**config.mk**
```make
export PLATFORM = sky130hd
export DESIGN_NAME = dpram_port_arbiter
export DESIGN_NICKNAME = d
export VERILOG_FILES = /design/src/rtl/dpram_port_arbiter.sv
export SDC_FILE = /design/constraint.sdc
export NUM_CORES = 1
export LEC_CHECK = 0
export ABC_AREA = 1
export BUFFER_PORTS_ARGS = -buffer_cell sky130_fd_sc_hd__buf_2
export CORE_AREA = 5 5 114 116
export DETAILED_ROUTE_END_ITERATION = 8
export DIE_AREA = 0 0 119 121
export GPL_ROUTABILITY_DRIVEN = 0
export GPL_TIMING_DRIVEN = 0
export PLACE_DENSITY = 0.7
export SYNTH_ARGS = -nofsm -noshare
export SYNTH_HDL_FRONTEND = slang
export SYNTH_SLANG_ARGS = --single-unit
export TNS_END_PERCENT = 100
```
**constraint.sdc**
```tcl
create_clock -name clk -period 8.85 [get_ports clk]
set_clock_uncertainty 0.15 [all_clocks]
set_input_delay 0.885 -clock clk [delete_from_list [all_inputs] [get_ports clk]]
set_output_delay 0.885 -clock clk [all_outputs]
set_load 0.05 [all_outputs]
```
**src/rtl/dpram_port_arbiter.sv**
```systemverilog
// Maps four requesters onto the two ports of a synchronous dual-port RAM with
// round-robin priority, same-address hazard avoidance and fixed read latency.
module dpram_port_arbiter #(
    parameter int AW = 4,
    parameter int DW = 8
) (
    input  logic            clk,
    input  logic            rst_n,
    input  logic [3:0]      req_i,
    input  logic [3:0]      we_i,
    input  logic [4*AW-1:0] addr_i,
    input  logic [4*DW-1:0] wdata_i,
    output logic [3:0]      gnt_o,
    output logic [3:0]      rvalid_o,
    output logic [4*DW-1:0] rdata_o,
    output logic            ram_we_a,
    output logic [AW-1:0]   ram_addr_a,
    output logic [DW-1:0]   ram_din_a,
    output logic            ram_we_b,
    output logic [AW-1:0]   ram_addr_b,
    output logic [DW-1:0]   ram_din_b,
    input  logic [DW-1:0]   ram_dout_a,
    input  logic [DW-1:0]   ram_dout_b
);

    logic [1:0]    ptr;
    logic [AW-1:0] addr_arr  [4];
    logic [DW-1:0] wdata_arr [4];
    logic [DW-1:0] rdata_q   [4];
    logic          a_found, b_found;
    logic [1:0]    a_idx, b_idx, scan_idx;
    logic          s1_vld_a, s1_vld_b, s2_vld_a, s2_vld_b;
    logic [1:0]    s1_tag_a, s1_tag_b, s2_tag_a, s2_tag_b;

    for (genvar g = 0; g < 4; g++) begin : g_unpack
        assign addr_arr[g]         = addr_i[g*AW +: AW];
        assign wdata_arr[g]        = wdata_i[g*DW +: DW];
        assign rdata_o[g*DW +: DW] = rdata_q[g];
    end

    // Port B skips any requester touching port A's address unless both only read.
    always_comb begin
        a_found  = 1'b0;
        b_found  = 1'b0;
        a_idx    = '0;
        b_idx    = '0;
        scan_idx = '0;
        for (int k = 0; k < 4; k++) begin
            scan_idx = ptr + 2'(k);
            if (req_i[scan_idx]) begin
                if (!a_found) begin
                    a_found = 1'b1;
                    a_idx   = scan_idx;
                end else if (!b_found &&
                             !((addr_arr[scan_idx] == addr_arr[a_idx]) &&
                               (we_i[scan_idx] || we_i[a_idx]))) begin
                    b_found = 1'b1;
                    b_idx   = scan_idx;
                end
            end
        end
    end

    always_comb begin
        gnt_o = '0;
        if (rst_n && a_found) gnt_o[a_idx] = 1'b1;
        if (rst_n && b_found) gnt_o[b_idx] = 1'b1;
    end

    always_ff @(posedge clk or negedge rst_n) begin
        if (!rst_n) begin
            ptr        <= '0;
            ram_we_a   <= 1'b0;
            ram_addr_a <= '0;
            ram_din_a  <= '0;
            ram_we_b   <= 1'b0;
            ram_addr_b <= '0;
            ram_din_b  <= '0;
        end else begin
            if (b_found)
                ptr <= b_idx + 2'd1;
            else if (a_found)
                ptr <= a_idx + 2'd1;
            ram_we_a <= a_found && we_i[a_idx];
            ram_we_b <= b_found && we_i[b_idx];
            if (a_found) begin
                ram_addr_a <= addr_arr[a_idx];
                ram_din_a  <= wdata_arr[a_idx];
            end
            if (b_found) begin
                ram_addr_b <= addr_arr[b_idx];
                ram_din_b  <= wdata_arr[b_idx];
            end
        end
    end

    // Stage 1 tracks the RAM address cycle, stage 2 the RAM data cycle.
    always_ff @(posedge clk or negedge rst_n) begin
        if (!rst_n) begin
            s1_vld_a <= 1'b0;
            s1_vld_b <= 1'b0;
            s1_tag_a <= '0;
            s1_tag_b <= '0;
            s2_vld_a <= 1'b0;
            s2_vld_b <= 1'b0;
            s2_tag_a <= '0;
            s2_tag_b <= '0;
            rvalid_o <= '0;
            for (int i = 0; i < 4; i++) rdata_q[i] <= '0;
        end else begin
            s1_vld_a <= a_found && !we_i[a_idx];
            s1_vld_b <= b_found && !we_i[b_idx];
            s1_tag_a <= a_idx;
            s1_tag_b <= b_idx;
            s2_vld_a <= s1_vld_a;
            s2_vld_b <= s1_vld_b;
            s2_tag_a <= s1_tag_a;
            s2_tag_b <= s1_tag_b;
            rvalid_o <= ({3'b000, s2_vld_a} << s2_tag_a) | ({3'b000, s2_vld_b} << s2_tag_b);
            if (s2_vld_a) rdata_q[s2_tag_a] <= ram_dout_a;
            if (s2_vld_b) rdata_q[s2_tag_b] <= ram_dout_b;
        end
    end

endmodule

```
# Yosys cells after proc, flatten, opt, wreduce, memory -nomap -nowiden
# Index checks and enable logic that the tools add are counted.
[classes]
n_bitwise = 12
n_mux = 99
n_lt_le_gt_ge = 23
n_addsub = 5
n_reduce_logical = 25
shifts = 2
n_mul = 0
n_div = 0
eq_ne = 3
[ops]
columns = ["cell", "count"]
rows = [
  ["two-way mux 4 bit", 18],
  ["binary-select mux 4 bit (select 2 bit)", 8],
  ["bitwise mux 32 bit", 2],
  ["two-way mux 32 bit", 2],
  ["two-way mux 8 bit", 6],
  ["two-way mux 2 bit", 18],
  ["binary-select mux 8 bit (select 2 bit)", 2],
  ["demux 8 bit (select 2 bit)", 2],
  ["greater-or-equal comparator 3 bit (second input constant)", 10],
  ["NOT 2 -> 3 bit", 10],
  ["less-than comparator 2 x 3 -> 1 bit (second input constant)", 9],
  ["two-way mux 1 bit", 27],
  ["binary-select mux 1 bit (select 2 bit)", 12],
  ["logical AND 1 bit", 15],
  ["== test 4 bit", 3],
  ["bitwise OR 4 bit", 2],
  ["left shift 1 x 2 -> 4 bit", 2],
  ["adder 2 x 1 -> 2 bit (second input constant)", 3],
  ["logical NOT 1 bit", 6],
  ["less-than comparator 3 x 1 -> 1 bit (second input constant)", 2],
  ["adder 2 bit (second input constant)", 2],
  ["demux 1 bit (select 2 bit)", 2],
  ["greater-or-equal comparator 2 x 1 -> 1 bit (second input constant)", 2],
  ["logical OR 1 bit", 3],
  ["nonzero test 2 bit", 1],
]
[word_totals]
latch_bits = 0
output_inout_bits = 66
word_cells = 189
inputBits = 74
rom_bits = 0
mem_count = 0
ram_bits = 0
register_bits = 76

# Logic depth before layout (Yosys ltp)
# Gate-level depths: netlist of run 1.
[depth]
ltp_word = 28
depth_mapped = 28
mapped_depth_nobuf = 27

# Least setup slack after synthesis of run 1
# No wires, ideal clock.
[synth_path]
path_type = "input to output"
startpoint = "in req_i[1]"
endpoint = "out gnt_o[3]"
cell_stages = 21
required_time_ns = 7.815
path_slack_ns = 3.754
path_buffers = 1
arrival_time_ns = 4.061
cell_sequence = "inv_1 nand2_1 nand3_1 nand2_2 ha_1 clkbuf_1 nand2_1 o211ai_1 o21ai_0 xor2_1 nor2_1 nand3_1 nand2_1 inv_1 nor2_1 nand2_1 nand2_2 nand2_4 inv_2 nand2_1 o21ai_0"
[synth_between]
elab_chain_cells = 28
word_cells_on_any_way = 85
classes_between = "4 x order compare; 3 x eq/ne; 58 x mux; 4 x bitwise; 16 x reduce/logical"
[synth_rtl]
columns = ["element", "line", "source"]
rows = [
  ["from (decl)", "9", "input logic [3:0] req_i,"],
  ["binary-select mux 1 bit (select 2 bit)", "50", "if (req_i[scan_idx]) begin"],
  ["two-way mux 1 bit (implied by the code)", "50", ""],
  ["two-way mux 2 bit", "50", ""],
  ["NOT 2 -> 3 bit (implied by the code)", "55", "!((addr_arr[scan_idx] == addr_arr[a_idx]) &&"],
  ["binary-select mux 4 bit (select 2 bit)", "55", ""],
  ["two-way mux 4 bit (implied by the code) (2 in series)", "55", ""],
  ["== test 4 bit", "55", ""],
  ["logical AND 1 bit", "55", ""],
  ["[12 not listed]", "-", ""],
  ["two-way mux 2 bit (*)", "50", ""],
  ["net b_idx[0]", "31", "logic [1:0] a_idx, b_idx, scan_idx;"],
  ["less-than comparator 2 x 3 -> 1 bit (implied by the code) / greater-or-equal comparator 2 x 1 -> 1 bit (equally long branches)", "67", "if (rst_n && b_found) gnt_o[b_idx] = 1'b1;"],
  ["logical AND 1 bit (implied by the code)", "67", ""],
  ["two-way mux 1 bit (implied by the code)", "67", ""],
  ["demux 1 bit (select 2 bit) (*)", "67", ""],
  ["bitwise OR 4 bit (no line) (*)", "-", ""],
  ["two-way mux 4 bit (*)", "67", ""],
  ["to (decl)", "13", "output logic [3:0] gnt_o,"],
]
# Mark *: on every way through the listed nets, which the timed path passes. The rest lies on a longest branch. The select of a mux whose other input is x is not followed.

# Worst setup path in the final report of run 1
[layout_path]
startpoint = "in req_i[3]"
endpoint = "out gnt_o[3]"
# Same word-level chain as after synthesis.

==> results of run 1 <==
[through the flow]
step / instance area (sq um) / hold slack (ns) / instances / worst slack (ns) / utilization, %
after floorplan: 5436 / 0.1812 / 825 / 3.754 / -
after global placement: 6316 / 0.1820 / 1111 / 3.595 / 53.47
after detailed placement: 6346 / 0.1847 / 1112 / 3.636 / 53.73
after CTS: 6686 / 0.1977 / 1127 / 3.626 / 56.61
after global routing: 6686 / 0.2115 / 1127 / 3.161 / 56.61
final: 6686 / 0.1963 / 1127 / 3.540 / 56.61
[cells in the final DEF, fill, tap and decap left out, drive strengths merged, types with 2 or more instances in the layout]
cell	count
nand4	2
o22a	5
nand3b	5
nor3	3
bufinv	3
nor2	60
clkinv	2
nand2	280
o22ai	6
inv	99
dfrtp	76
xor2	4
buf	158
a221oi	2
a21oi	22
a31oi	24
clkbuf	24
o21ai	73
nand3	103
o211ai	22
[state kept, by name (all words and copies together), names as in the netlist, 4 cells and up]
signal      flops
ram_din_b       8
rdata_o        32
ram_din_a       8
rvalid_o        4
ram_addr_a      4
ram_addr_b      4
[critical path: cells and delay by family]
kind / cells / cell delay [ns]
xor+xnor: 1 / 0.16
fa+ha+maj: 1 / 0.25
simple gates: 12 / 1.43
compound gates: 3 / 0.48
buf+inv: 6 / 1.07
[kinds of logic after synthesis]
group	count (synthesis)	share of synthesized area [%]
AOI/OAI and AO/OA	159	17.31
xor gates and xnor gates	4	0.6444
adders and majority gates	1	0.2301
buffers and inverters	132	10.22
DFF	76	34.98
and+or+nand+nor	453	36.62
[final cells by class]
cell class                 instances  share of cell area (%)
multi-input combinational        617                   44.55
sequential                        76                   28.44
timing repair buffer             140                   10.85
inverter                         101                   5.707
clock buffer                      11                   3.630
tap                              147                   2.751
buffer                            31                   2.601
clock inverter                     4                   1.460
[layer usage]
layer	wire length [microns]	up-vias	track usage, %
met2	8230	313	39.39
met4	480	0	9.269
met3	1535	39	4.709
met1	8086	2861	34.47
li1	-	3023	-
met5	0	-	0
[worst max-delay path by stage]
| stage | to | slack (ns) | cells after the start |
|---|---|---|---|
| 3_3_place_gp | gnt_o[3] | 3.59 | 23 |
| 6_report | gnt_o[3] | 3.54 | 23 |
| 4_1_cts | gnt_o[3] | 3.63 | 23 |
| 2_1_floorplan | gnt_o[3] | 3.75 | 21 |
| 3_5_place_dp | gnt_o[3] | 3.64 | 23 |
| 5_1_grt | gnt_o[3] | 3.16 | 22 |
==> results.py, run 1 <==
metrics = {
    "outcome": {
        "outcome": "finished, final reports clean",
    },
    "synth": {
        "synth_area_per_cell_sq_um": 6.590,
        "async_flop_share_pct": 100.0,
        "synth_edf_count": 0,
        "synth_flop_cell": "dfrtp_1",
        "synth_common_cells": "nand2_1 (258), nand3_1 (99), inv_1 (90)",
        "yosys.area.top_type_share_pct": 34.98,
        "yosysTopAreaCell": "dfrtp_1",
        "syn_nets": 900,
        "yosysSeqAreaShare_pct": 34.98,
        "synth_seq_cells": 76,
        "yosysMostFrequentCell": "nand2_1",
        "synth_cell_types": 38,
        "syn_area_sq_um": 5436,
        "synth_cells": 825,
        "synth_area_leaders": "dfrtp_1 (35%), nand2_1 (18%), nand3_1 (9.1%)",
        "yosys_warnings": 0,
    },
    "layout": {
        "drive_gt1_share_pct": 21.84,
        "seq_area_sq_um": 1902,
        "multiInputGateArea_sq_um": 2979,
        "nNetsFinal": 1051,
        "antennaDiodeCount": 0,
        "fillers": 1163,
        "area_growth_syn_to_layout_pct": 22.99,
    },
    "global_routing": {
        "grtUsageTotal_pct": 25.09,
        "grt_pass1_vias": 5670,
        "grt_max_degree": 63,
        "antenna_found_initial": 0,
        "grt_pass1_wl_microns": 29190,
        "overflow": 0,
    },
    "die": {
        "die_area_sq_um": 14400,
        "fp.dieH_microns": 121,
        "die_w_microns": 119,
        "placement_rows": 40,
        "ios": 140,
        "initial_utilization_pct": 46.03,
        "core_sq_um": 11810,
    },
    "route": {
        "drt-total-wl_microns": 18330,
        "post_drt_wl_per_cell_microns": 16.27,
        "first_pass_iters": 5,
        "num_vias": 6236,
        "drcViolationCount": 0,
        "postRouteAntennaNets": 0,
        "dr.first_iter.drc_count": 636,
        "vias_per_cell": 5.533,
    },
    "worst_setup_path": {
        "r2r-end": "ptr[1]",
        "cp.arrival_ns": 4.27,
        "cp_max_fo": 10,
        "cpMostUsedCell": "nand2_1",
        "start_kind": "input port",
        "ff2ff_path_depth": 24,
        "cp_slowest_stage_delay_ns": 0.36,
        "slowest_stage": "clkbuf_1",
        "worstSetupPathType": "in -> out",
        "cp-startpoint": "req_i[3]",
        "end_kind": "output port",
        "crit_required_ns": 7.82,
        "r2r_slack_ns": 4.97,
        "crit_chain": "buf_2 > inv_1 > nand2_1 > nand3_1 > nand2_2 > ha_1 > clkbuf_1 > nand2_1 > o211ai_1 > o21ai_0 > xor2_1 > nor2_1 > nand3_1 > nand2_1 > inv_1 > nor2_1 > nand2_1 > nand2_2 > nand2_4 > inv_2 > nand2_1 > o21ai_0 > buf_2",
        "rr_startpoint": "ptr[0]",
    },
    "sta": {
        "min_period_over_period_pct": 60.00,
        "setup_viol": 0,
        "rsz0062_at_grt": "false",
        "tns_ns": 0,
        "hold_viol": 0,
        "tightestPinTransition_ns": 0.6234,
        "relSlewSlack_pct": 58.44,
        "period_minus_slack_ns": 5.310,
        "max_freq_mhz": 188.3,
        "drv_slew": 0,
    },
    "hold_path": {
        "min_path_type": "reg -> reg",
        "hold_depth": 0,
        "whs_endpoint": "s2_tag_b[0]",
        "hp-start": "s1_tag_b[0]",
    },
    "clock_network": {
        "cts_buffer_depth": 2,
        "cts_resized": 0,
        "cts_setup_buffers": 0,
        "clk_pin_slew_ns": 0.06,
        "tritoncts": "done",
        "hold_buffers": 0,
        "clk_latency_ns": 0.33,
        "cts_sinks": 76,
        "cts_made_buffers": 9,
        "cts_root_buffer": "clkbuf_16",
        "cts_max_level": 3,
    },
    "job": {
        "cap_violations": 0,
    },
    "place": {
        "dp_hpwl_microns": 13770,
        "io_buffers": 139,
    },
}
Power of run 1 is left out: the tool's default activity adds up to more than one toggle a clock period on the data nets, which glitch-free logic cannot reach.
==> run 2, diff against run 1 <==
ABC_AREA = 0   (was 1)
PLACE_DENSITY = 0.73   (was 0.7)
clock period = 4.25 ns   (was 8.85 ns; I/O delays follow)
==> results.py, run 2 <==
metrics = {
    "sta": {
        "rsz0062_at_grt": "true",
        "drv_slew": 0,
        "tns_ns": -12.42,
        "tightestPinTransition_ns": 1.064,
        "max_freq_mhz": 194.2,
        "min_period_over_period_pct": 121.1,
        "relSlewSlack_pct": 28.48,
        "finalHoldWorstSlack_ns": 0.1945,
        "setup_ws_ns": -0.8985,
        "period_minus_slack_ns": 5.149,
        "setup_viol": 21,
        "hold_viol": 0,
    },
    "hold_path": {
        "hp-start": "ram_dout_b[3]",
        "hold_depth": 3,
        "min_path_type": "in -> reg",
        "whs_endpoint": "rdata_o[27]",
    },
    "worst_setup_path": {
        "ff2ff_path_depth": 24,
        "end_kind": "output port",
        "r2r_slack_ns": -0.67,
        "crit_required_ns": 3.67,
        "cp.arrival_ns": 4.57,
        "cp_max_fo": 6,
        "rr_startpoint": "ptr[0]",
        "start_kind": "register",
        "r2r-end": "ram_din_b[0]",
        "worstSetupPathType": "reg -> out",
    },
    "layout": {
        "layout_common_cells": "buf_2 (133), nand2_1 (99), dfrtp_1 (75)",
        "largest_reg_flops": 32,
        "area_growth_syn_to_layout_pct": 37.17,
        "nNetsFinal": 819,
        "antennaDiodeCount": 0,
        "final_common_cell": "buf_2",
        "drive_gt1_share_pct": 40.64,
    },
    "synth": {
        "synth_cell_types": 60,
        "synth_common_cells": "nand2_1 (100), dfrtp_1 (76), mux2i_1 (74)",
        "yosys.area.top_type_share_pct": 35.18,
        "synth_flop_cell": "dfrtp_1",
        "synth_seq_cells": 76,
        "synth_area_per_cell_sq_um": 9.777,
        "yosysSeqAreaShare_pct": 35.18,
        "async_flop_share_pct": 100.0,
        "synth_area_leaders": "dfrtp_1 (35%), mux2i_1 (14%), mux4_2 (8.7%)",
        "yosys_warnings": 0,
        "synth_cells": 553,
        "syn_area_sq_um": 5406,
        "syn_nets": 628,
        "yosysMostFrequentCell": "nand2_1",
        "synth_edf_count": 0,
        "yosysTopAreaCell": "dfrtp_1",
    },
    "place": {
        "io_buffers": 137,
        "dp_hpwl_microns": 12240,
    },
    "route": {
        "first_pass_iters": 5,
        "post_drt_wl_per_cell_microns": 19.83,
        "num_vias": 5437,
        "drcViolationCount": 0,
        "drt-total-wl_microns": 17750,
        "vias_per_cell": 6.075,
        "postRouteAntennaNets": 0,
        "dr.first_iter.drc_count": 594,
    },
    "clock_network": {
        "cts_sinks": 76,
        "cts_root_buffer": "clkbuf_16",
        "cts_max_level": 3,
        "clk_latency_ns": 0.33,
        "cts_buffer_depth": 2,
        "clk_pin_slew_ns": 0.06,
        "tritoncts": "done",
        "cts_made_buffers": 9,
    },
    "global_routing": {
        "use_met1_pct": 30.08,
        "met2_usage_pct": 40.76,
        "grt-busiest-layer": "met2",
        "grt_pass1_vias": 5461,
        "grtUsageMet3_pct": 6.387,
        "grtUsageTotal_pct": 23.92,
        "grt_max_degree": 75,
        "overflow": 0,
        "grt_pass1_wl_microns": 28000,
        "antenna_found_initial": 0,
    },
    "die": {
        "ios": 140,
        "die_w_microns": 119,
        "core_sq_um": 11810,
        "fp.dieH_microns": 121,
        "initial_utilization_pct": 45.77,
        "die_area_sq_um": 14400,
        "placement_rows": 40,
    },
    "outcome": {
        "violations": "setup timing",
        "outcome": "finished with violations",
    },
    "job": {
        "cap_violations": 0,
    },
}
==> run 2: final cells by class <==
type | count | area, sq um
flip-flops and latches | 76 | 1903
multi-input cells | 427 | 3502
clock buffers | 9 | 225.2
fillers | 945 | 4395
clock inverters | 6 | 65.06
repair buffers | 180 | 1169
plain buffers | 40 | 320.3
inverters | 10 | 47.55
well taps | 147 | 183.9
==> run 2: metal layers <==
layer | vias up | share of wire (%)
met5 | - | 0
met4 | 0 | 2.2
met3 | 44 | 9.8
met2 | 352 | 49
met1 | 2624 | 39
li1 | 2417 | -
==> run 2: timing repair <==
action / in CTS / in global routing
pin swaps: 10 / 10
gates cloned: 1 / 0
hold endpoints to repair: 6 / 0
setup endpoints to repair: 34 / 33
setup buffers: 28 / 13
hold buffers: 1 / 0
gates resized for setup: 56 / 22
==> run 2: cell families after synthesis <==
family          share of synthesized area (%)
flops                                   35.18
buf+inv                                 4.096
simple gates                            13.65
mux                                     29.67
fa+ha+maj                              0.2314
xor+xnor                                1.458
compound gates                          15.71
==> run 2: metrics by stage <==
stage	setup slack, ns	instance area (sq um)	utilization (%)	std cells
2_1_floorplan	-0.4528	5539	-	553
3_3_place_gp	-1.186	6409	54.26	837
3_5_place_dp	-1.344	6445	54.57	838
4_1_cts	-0.8562	7221	61.13	883
5_1_grt	-1.039	7416	62.79	895
6_report	-0.8985	7416	62.79	895
==> run 2: how the worst max path moves through the flow <==
stage               startpoint  endpoint
detailed placement    req_i[1]  gnt_o[1]
CTS                     ptr[0]  gnt_o[0]
global route            ptr[0]  gnt_o[3]
finish                  ptr[0]  gnt_o[0]
floorplan               ptr[0]  gnt_o[0]
global placement      req_i[1]  gnt_o[1]
==> run 2: worst max-delay path, stage by stage, from the launching register on <==
cell and delay, ns:
dfrtp_2 0.43, buf_8 0.13, buf_12 0.12, buf_12 0.13, inv_6 0.07, nor2_4 0.04, nor2_2 0.12, o21ai_2 0.09
ha_4 0.19, inv_6 0.08, buf_12 0.10, buf_4 0.10, mux4_2 0.49, xor2_1 0.20, o41ai_4 0.45, nand2b_1 0.30
inv_1 0.10, a311oi_2 0.28, a21oi_2 0.10, buf_6 0.14, buf_12 0.12, a32oi_2 0.23, nor2b_4 0.06, buf_6 0.15
Power of run 2 is left out for the same reason.
